**src/rtl/vga_timing_if.sv**
```systemverilog
// Raster timing bundle from vga_timing_ctrl to the downstream pixel generator.
// frame_cnt exists only when VGA_FRAME_CNT_EN is defined.
interface vga_timing_if;
   logic       pix_tick;
   logic       hsync;
   logic       vsync;
   logic       video_on;
   logic [9:0] pixel_x;
   logic [9:0] pixel_y;
   logic       line_start;
   logic       frame_start;
`ifdef VGA_FRAME_CNT_EN
   logic [15:0] frame_cnt;

   modport master (output pix_tick, hsync, vsync, video_on, pixel_x, pixel_y,
                   line_start, frame_start, frame_cnt);
   modport slave  (input  pix_tick, hsync, vsync, video_on, pixel_x, pixel_y,
                   line_start, frame_start, frame_cnt);
`else
   modport master (output pix_tick, hsync, vsync, video_on, pixel_x, pixel_y,
                   line_start, frame_start);
   modport slave  (input  pix_tick, hsync, vsync, video_on, pixel_x, pixel_y,
                   line_start, frame_start);
`endif
endinterface

```
**src/rtl/vga_timing_ctrl.sv**
```systemverilog
// VGA raster sequencer: pixel-rate enable from the board clock, h/v counters and sync phases.
// Optional frame counter on VGA_FRAME_CNT_EN.
module vga_timing_ctrl #(
   parameter int   CLK_DIV  = 2,
   parameter int   H_ACTIVE = 640,
   parameter int   H_FP     = 16,
   parameter int   H_SYNC   = 96,
   parameter int   H_BP     = 48,
   parameter int   V_ACTIVE = 480,
   parameter int   V_FP     = 10,
   parameter int   V_SYNC   = 2,
   parameter int   V_BP     = 33,
   parameter logic HS_POL   = 1'b0,
   parameter logic VS_POL   = 1'b0
) (
   input  logic          clk,
   input  logic          clr,
   input  logic          en,
   vga_timing_if.master  vga
);

   localparam int H_TOTAL = H_ACTIVE + H_FP + H_SYNC + H_BP;
   localparam int V_TOTAL = V_ACTIVE + V_FP + V_SYNC + V_BP;
   localparam int DIV_W   = (CLK_DIV > 1) ? $clog2(CLK_DIV) : 1;

   localparam logic [DIV_W-1:0] DIV_LAST = DIV_W'(CLK_DIV - 1);
   localparam logic [DIV_W-1:0] DIV_ONE  = DIV_W'(1);
   localparam logic [9:0] H_LAST   = 10'(H_TOTAL - 1);
   localparam logic [9:0] V_LAST   = 10'(V_TOTAL - 1);
   localparam logic [9:0] H_B_FP   = 10'(H_ACTIVE);
   localparam logic [9:0] H_B_SYNC = 10'(H_ACTIVE + H_FP);
   localparam logic [9:0] H_B_BP   = 10'(H_ACTIVE + H_FP + H_SYNC);
   localparam logic [9:0] V_B_FP   = 10'(V_ACTIVE);
   localparam logic [9:0] V_B_SYNC = 10'(V_ACTIVE + V_FP);
   localparam logic [9:0] V_B_BP   = 10'(V_ACTIVE + V_FP + V_SYNC);

   if (H_TOTAL > 1024) begin : g_h_total_chk
      $error("vga_timing_ctrl: H_TOTAL exceeds 1024");
   end
   if (V_TOTAL > 1024) begin : g_v_total_chk
      $error("vga_timing_ctrl: V_TOTAL exceeds 1024");
   end

   typedef enum logic [0:0] {ST_IDLE = 1'b0, ST_RUN = 1'b1} state_e;
   typedef enum logic [1:0] {PH_ACT = 2'd0, PH_FP = 2'd1, PH_SYNC = 2'd2, PH_BP = 2'd3} phase_e;

   state_e           state_r, state_nxt_s;
   phase_e           h_phase_r, h_phase_nxt_s, v_phase_r, v_phase_nxt_s;
   logic [DIV_W-1:0] div_cnt_r, div_nxt_s;
   logic [9:0]       pixel_x_r, pixel_y_r, h_nxt_s, v_nxt_s;
   logic             hsync_r, vsync_r, video_on_r, pix_tick_r, line_start_r, frame_start_r;
   logic             hsync_nxt_s, vsync_nxt_s, video_on_nxt_s;
   logic             pix_tick_nxt_s, line_start_nxt_s, frame_start_nxt_s;
   logic             tick_s;

   // Phase changes only on the boundary positions; elsewhere the current phase holds.
   function automatic phase_e phase_step(input phase_e cur, input logic [9:0] pos,
                                         input logic [9:0] b_fp, input logic [9:0] b_sync,
                                         input logic [9:0] b_bp);
      phase_e res;
      if (pos == 10'd0)        res = PH_ACT;
      else if (pos == b_fp)    res = PH_FP;
      else if (pos == b_sync)  res = PH_SYNC;
      else if (pos == b_bp)    res = PH_BP;
      else                     res = cur;
      return res;
   endfunction

   assign tick_s    = en && (div_cnt_r == DIV_LAST);
   assign div_nxt_s = !en ? div_cnt_r : ((div_cnt_r == DIV_LAST) ? '0 : div_cnt_r + DIV_ONE);

   // Next-state and next-output logic for the IDLE/RUN sequencer.
   always_comb begin
      state_nxt_s       = state_r;
      h_nxt_s           = pixel_x_r;
      v_nxt_s           = pixel_y_r;
      h_phase_nxt_s     = h_phase_r;
      v_phase_nxt_s     = v_phase_r;
      pix_tick_nxt_s    = 1'b0;
      line_start_nxt_s  = 1'b0;
      frame_start_nxt_s = 1'b0;
      case (state_r)
         ST_IDLE: begin
            if (tick_s) begin
               state_nxt_s       = ST_RUN;
               h_nxt_s           = 10'd0;
               v_nxt_s           = 10'd0;
               h_phase_nxt_s     = PH_ACT;
               v_phase_nxt_s     = PH_ACT;
               pix_tick_nxt_s    = 1'b1;
               line_start_nxt_s  = 1'b1;
               frame_start_nxt_s = 1'b1;
            end else begin
               state_nxt_s = ST_IDLE;
            end
         end
         ST_RUN: begin
            if (tick_s) begin
               pix_tick_nxt_s = 1'b1;
               if (pixel_x_r == H_LAST) begin
                  h_nxt_s          = 10'd0;
                  line_start_nxt_s = 1'b1;
                  if (pixel_y_r == V_LAST) begin
                     v_nxt_s           = 10'd0;
                     frame_start_nxt_s = 1'b1;
                  end else begin
                     v_nxt_s = pixel_y_r + 10'd1;
                  end
                  v_phase_nxt_s = phase_step(v_phase_r, v_nxt_s, V_B_FP, V_B_SYNC, V_B_BP);
               end else begin
                  h_nxt_s = pixel_x_r + 10'd1;
               end
               h_phase_nxt_s = phase_step(h_phase_r, h_nxt_s, H_B_FP, H_B_SYNC, H_B_BP);
            end else begin
               state_nxt_s = ST_RUN;
            end
         end
         default: begin
            state_nxt_s = ST_IDLE;
         end
      endcase
      video_on_nxt_s = (state_nxt_s == ST_RUN) && (h_nxt_s < H_B_FP) && (v_nxt_s < V_B_FP);
      hsync_nxt_s    = ((state_nxt_s == ST_RUN) && (h_phase_nxt_s == PH_SYNC)) ? HS_POL : ~HS_POL;
      vsync_nxt_s    = ((state_nxt_s == ST_RUN) && (v_phase_nxt_s == PH_SYNC)) ? VS_POL : ~VS_POL;
   end

   // State, counters and all outputs share one edge so the outputs are zero-skew.
   always_ff @(posedge clk) begin
      if (clr) begin
         state_r       <= ST_IDLE;
         div_cnt_r     <= '0;
         pixel_x_r     <= 10'd0;
         pixel_y_r     <= 10'd0;
         h_phase_r     <= PH_ACT;
         v_phase_r     <= PH_ACT;
         hsync_r       <= ~HS_POL;
         vsync_r       <= ~VS_POL;
         video_on_r    <= 1'b0;
         pix_tick_r    <= 1'b0;
         line_start_r  <= 1'b0;
         frame_start_r <= 1'b0;
      end else begin
         state_r       <= state_nxt_s;
         div_cnt_r     <= div_nxt_s;
         pixel_x_r     <= h_nxt_s;
         pixel_y_r     <= v_nxt_s;
         h_phase_r     <= h_phase_nxt_s;
         v_phase_r     <= v_phase_nxt_s;
         hsync_r       <= hsync_nxt_s;
         vsync_r       <= vsync_nxt_s;
         video_on_r    <= video_on_nxt_s;
         pix_tick_r    <= pix_tick_nxt_s;
         line_start_r  <= line_start_nxt_s;
         frame_start_r <= frame_start_nxt_s;
      end
   end

`ifdef VGA_FRAME_CNT_EN
   logic [15:0] frame_cnt_r;

   // Counts every frame start, including the first one out of IDLE.
   always_ff @(posedge clk) begin
      if (clr) begin
         frame_cnt_r <= 16'd0;
      end else begin
         frame_cnt_r <= frame_start_nxt_s ? frame_cnt_r + 16'd1 : frame_cnt_r;
      end
   end

   assign vga.frame_cnt = frame_cnt_r;
`endif

   assign vga.pix_tick    = pix_tick_r;
   assign vga.hsync       = hsync_r;
   assign vga.vsync       = vsync_r;
   assign vga.video_on    = video_on_r;
   assign vga.pixel_x     = pixel_x_r;
   assign vga.pixel_y     = pixel_y_r;
   assign vga.line_start  = line_start_r;
   assign vga.frame_start = frame_start_r;

endmodule
```
**src/flat_wrapper.sv**
```systemverilog
// flat-port wrapper written by rule: the top's interface ports become plain ports
module vga_timing_ctrl_flat 
#(
   parameter int   CLK_DIV  = 2,
   parameter int   H_ACTIVE = 640,
   parameter int   H_FP     = 16,
   parameter int   H_SYNC   = 96,
   parameter int   H_BP     = 48,
   parameter int   V_ACTIVE = 480,
   parameter int   V_FP     = 10,
   parameter int   V_SYNC   = 2,
   parameter int   V_BP     = 33,
   parameter logic HS_POL   = 1'b0,
   parameter logic VS_POL   = 1'b0
)
  (clk, clr, en, vga_pix_tick, vga_hsync, vga_vsync, vga_video_on, vga_pixel_x, vga_pixel_y, vga_line_start, vga_frame_start);
  vga_timing_if vga_i ();
  input  logic clk;
  input  logic clr;
  input  logic en;
  output wire logic [$bits(vga_i.pix_tick)-1:0] vga_pix_tick;
  output wire logic [$bits(vga_i.hsync)-1:0] vga_hsync;
  output wire logic [$bits(vga_i.vsync)-1:0] vga_vsync;
  output wire logic [$bits(vga_i.video_on)-1:0] vga_video_on;
  output wire logic [$bits(vga_i.pixel_x)-1:0] vga_pixel_x;
  output wire logic [$bits(vga_i.pixel_y)-1:0] vga_pixel_y;
  output wire logic [$bits(vga_i.line_start)-1:0] vga_line_start;
  output wire logic [$bits(vga_i.frame_start)-1:0] vga_frame_start;
  assign vga_pix_tick = vga_i.pix_tick;
  assign vga_hsync = vga_i.hsync;
  assign vga_vsync = vga_i.vsync;
  assign vga_video_on = vga_i.video_on;
  assign vga_pixel_x = vga_i.pixel_x;
  assign vga_pixel_y = vga_i.pixel_y;
  assign vga_line_start = vga_i.line_start;
  assign vga_frame_start = vga_i.frame_start;
  vga_timing_ctrl #(.CLK_DIV(CLK_DIV), .H_ACTIVE(H_ACTIVE), .H_FP(H_FP), .H_SYNC(H_SYNC), .H_BP(H_BP), .V_ACTIVE(V_ACTIVE), .V_FP(V_FP), .V_SYNC(V_SYNC), .V_BP(V_BP), .HS_POL(HS_POL), .VS_POL(VS_POL)) u_core (.clk(clk), .clr(clr), .en(en), .vga(vga_i));
endmodule
```
**config.mk**
```make
export PLATFORM = sky130hd
export DESIGN_NAME = vga_timing_ctrl_flat
export DESIGN_NICKNAME = d
export VERILOG_FILES = /design/src/rtl/vga_timing_if.sv /design/src/rtl/vga_timing_ctrl.sv /design/src/flat_wrapper.sv
export SDC_FILE = /design/constraint.sdc
export NUM_CORES = 1
export LEC_CHECK = 0
export CAP_MARGIN = 20
export CORE_ASPECT_RATIO = 1.4
export CORE_MARGIN = 5
export CORE_UTILIZATION = 51
export CTS_BUF_LIST = sky130_fd_sc_hd__clkbuf_16
export DETAILED_ROUTE_END_ITERATION = 12
export GPL_ROUTABILITY_DRIVEN = 1
export PLACE_DENSITY = 0.86
export SETUP_SLACK_MARGIN = 0.1
export SYNTH_ARGS = -nofsm -noshare
export SYNTH_HDL_FRONTEND = slang
export SYNTH_SLANG_ARGS = --single-unit
```
**constraint.sdc**
```tcl
create_clock -name clk -period 6.2 [get_ports clk]
set_input_delay 0.93 -clock clk [delete_from_list [all_inputs] [get_ports clk]]
set_output_delay 0.93 -clock clk [all_outputs]
set_load 0.02 [all_outputs]
```
==> flow_summary.yaml <==
worst_setup_path:
  crit_required_ns: 6.35
  path_class: "reg2reg"
  worstPathMaxFanout: 11
  cp.arrival_ns: 3.16
  r2r_slack_ns: 3.19
  r2r_end: "u_core.vga.hsync"
  rr_startpoint: "u_core.vga.pixel_x[0]"
  startpoint: "u_core.vga.pixel_x[0]"
  critPathLaunchType: "register"
  cp-endpoint: "u_core.vga.hsync"
  worstRegToRegCells: 8
  worst_setup_path_end_kind: "register"
grt:
  grt_pass1_wl_mm: 9.85
  grt_overflow_total: 0
  grt_pass1_vias: 2110
  grt_max_degree: 31
  antenna_found_initial: 0
  grt_use_total_pct: 21.2
sta:
  setup_tns_ns: 0
  finalSetupViolations: 0
  fin_ws_ns: 3.19
  period_needed_ns: 3.01
  final-hold-violation-count: 0
  fin_crit_sh_pct: 48.5
  clock.fmax_mhz: 333
  rsz0062_at_grt: "no"
  max_slew_margin_pct: 26.0
  skew_ns: 0.00163
  worst_pin_slew_ns: 1.11
  slew_viol_final: 0
hold_path:
  min-delay-start: "u_core.v_phase_r[1]"
  min_path_type: "reg2reg"
synth:
  yosys.area_share.simple_pct: 34.7
  syn-instance-count: 305
  yosysTopAreaCell: "dfxtp_1"
  synth_edf_count: 0
  synth_xor_area_share_pct: 3.49
  synthMuxAreaShare_pct: 2.27
  synth_cell_types: 62
  synth_adder_area_share_pct: 2.77
  syn_avg_cell_area_um2: 7.41
  synthTopCellsByArea: "dfxtp_1, nor2_1, nand2_1"
  ys_seq_area_share_pct: 28.3
  synth-compound-area-share_pct: 23.0
  synth-seq-cells: 32
  ys_warn_count: 0
  synth_top_family_by_area: "simple AND/OR/NAND/NOR gates"
  yosys.area.top_type_share_pct: 28.3
  syn_nets: 313
  synthFlopType: "dfxtp_1"
  async_flop_share_pct: 0
  netlist_area_um2: 2260
clock_tree:
  cts.repair.resized: 0
  cts_sinks: 32
  worstSkewPairLatency_ns: 0.28
  root_buffer: "clkbuf_16"
  cts_setup_buffers: 0
  cts_tree: "done"
  h-tree-depth: 2
  cts_buffer_depth: 2
  cts_hold_buf: 0
  clk_pin_slew_worst_paths_ns: 0.05
  numCtsBuffers: 5
routing:
  drtAntennaViolNets: 0
  firstDrtPassIters: 4
  wl_met1_mm: 2.46
  dr_total_vias: 2300
  wl_met2_mm: 3.01
  met3_length_um: 244
  highest_layer: "met4"
  wl_mm: 5.85
  wl_per_cell_um: 15.5
  drc: 0
  vias_per_cell: 6.10
  drtIter0Drc: 264
pwr:
  swShare_pct: 21.0
  comb_power_share_pct: 4.1
  ir_drop_mv: 0.128
  leakage_nw: 0.889
  p_int_mw: 0.402
  power.density_nw_per_um2: 190
  p_sw_mw: 0.107
  p_clk_share_pct: 54.2
  p_seq_share_pct: 41.7
job:
  drv_cap: 0
final_layout:
  final_core_util_pct: 62.6
  antennaDiodeCount: 0
  syn2layout_area_growth_pct: 18.4
  most-common-layout-cells: "nor2_1, nand2_1, dfxtp_1"
  drive_gt1_share_pct: 5.68
  mostFrequentLayoutCell: "nor2_1"
  nets: 324
floorplan:
  fp.coreArea_um2: 4270
  die_area_um2: 5880
  die_h_um: 88.8
  ios: 29
  chipWidth_um: 66.3
  initial_core_util_pct: 52.9
  rows: 28
placed_design:
  dp_slack_ns: 3.02
  port_buffers: 28
  gp_congestion: 0.946
  dp_hpwl_mm: 4.11
run_status:
  status: "finished, final reports clean"
## logic make-up (layout without fill, tap and decap cells)
| family | after synthesis | after routing |
|---|---|---|
| AOI/OAI and AO/OA | 75 | 75 |
| xor gates and xnor gates | 9 | 9 |
| adders and majority gates | 5 | 5 |
| buffers and inverters | 29 | 41 |
| DFF | 32 | 32 |
| muxes | 5 | 5 |
| and+or+nand+nor | 150 | 150 |
## critical path: stages, from the launching register on
cell and delay (ns):
dfxtp_1 0.49, ha_1 0.35, and4_1 0.39, nand3_1 0.38, a21oi_1 0.42, nand2_1 0.16, a22o_1 0.22, a211oi_1 0.35
nand3b_1 0.12
## how the worst min path moves through the flow
stage                                to  slack [ns]  depth (start not counted)
finish              u_core.v_phase_r[1]        0.47                          2
global route        u_core.v_phase_r[1]        0.49                          2
CTS                 u_core.v_phase_r[1]        0.47                          2
detailed placement  u_core.v_phase_r[1]        0.46                          2
global placement    u_core.v_phase_r[1]        0.45                          2
floorplan           u_core.v_phase_r[1]        0.44                          2
## routing by layer
| layer | vias to the layer above | track usage [%] |
|---|---|---|
| li1 | 1139 | - |
| met1 | 1077 | 24.7 |
| met2 | 68 | 37.7 |
| met3 | 16 | 3.68 |
| met4 | 0 | 8.87 |
| met5 | - | 0 |
## flip-flops by register name (all words and copies together), names as in the netlist
signal                  flops
u_core.vga.frame_start      1
u_core.v_phase_r            2
u_core.vga.line_start       1
u_core.vga.pixel_y         10
u_core.vga.hsync            1
u_core.vga.pixel_x         10
u_core.div_cnt_r            1
u_core.vga.vsync            1
u_core.vga.pix_tick         1
u_core.h_phase_r            2
u_core.state_r              1
u_core.vga.video_on         1
## cell usage after synthesis (6+ instances only)
cell,n
nand3_1,19
nand2_1,34
clkbuf_1,18
dfxtp_1,32
a21oi_1,24
o21ai_0,11
xnor2_1,8
nor3_1,11
nor2_1,35
and3_1,6
## power groups by stage
stage | logic, mW | clock network (mW) | registers (mW)
5_1_grt | 0.0229 | 0.289 | 0.213
3_5_place_dp | 0.0206 | 0 | 0.217
6_report | 0.0209 | 0.276 | 0.212
4_1_cts | 0.0209 | 0.278 | 0.212
3_3_place_gp | 0.0203 | 0 | 0.216
2_1_floorplan | 0.0138 | 0 | 0.216
## area by class of cell
cell class	count	area [um^2]
clock inverter	3	38.8
sequential	32	641
multi-input combinational	244	1500
tap	60	75.1
clock buffer	5	125
timing repair buffer	28	280
inverter	5	18.8
fill	413	1600
## stage by stage
stage          power [mW]  area [um^2]  hold WS (ns)  instances
2_1_floorplan       0.230         2260         0.436        305
3_3_place_gp        0.237         2510         0.449        369
3_5_place_dp        0.237         2510         0.465        369
4_1_cts             0.511         2680         0.473        377
5_1_grt             0.524         2680         0.486        377
6_report            0.509         2680         0.471        377
Power figures use the tool's default switching activity.
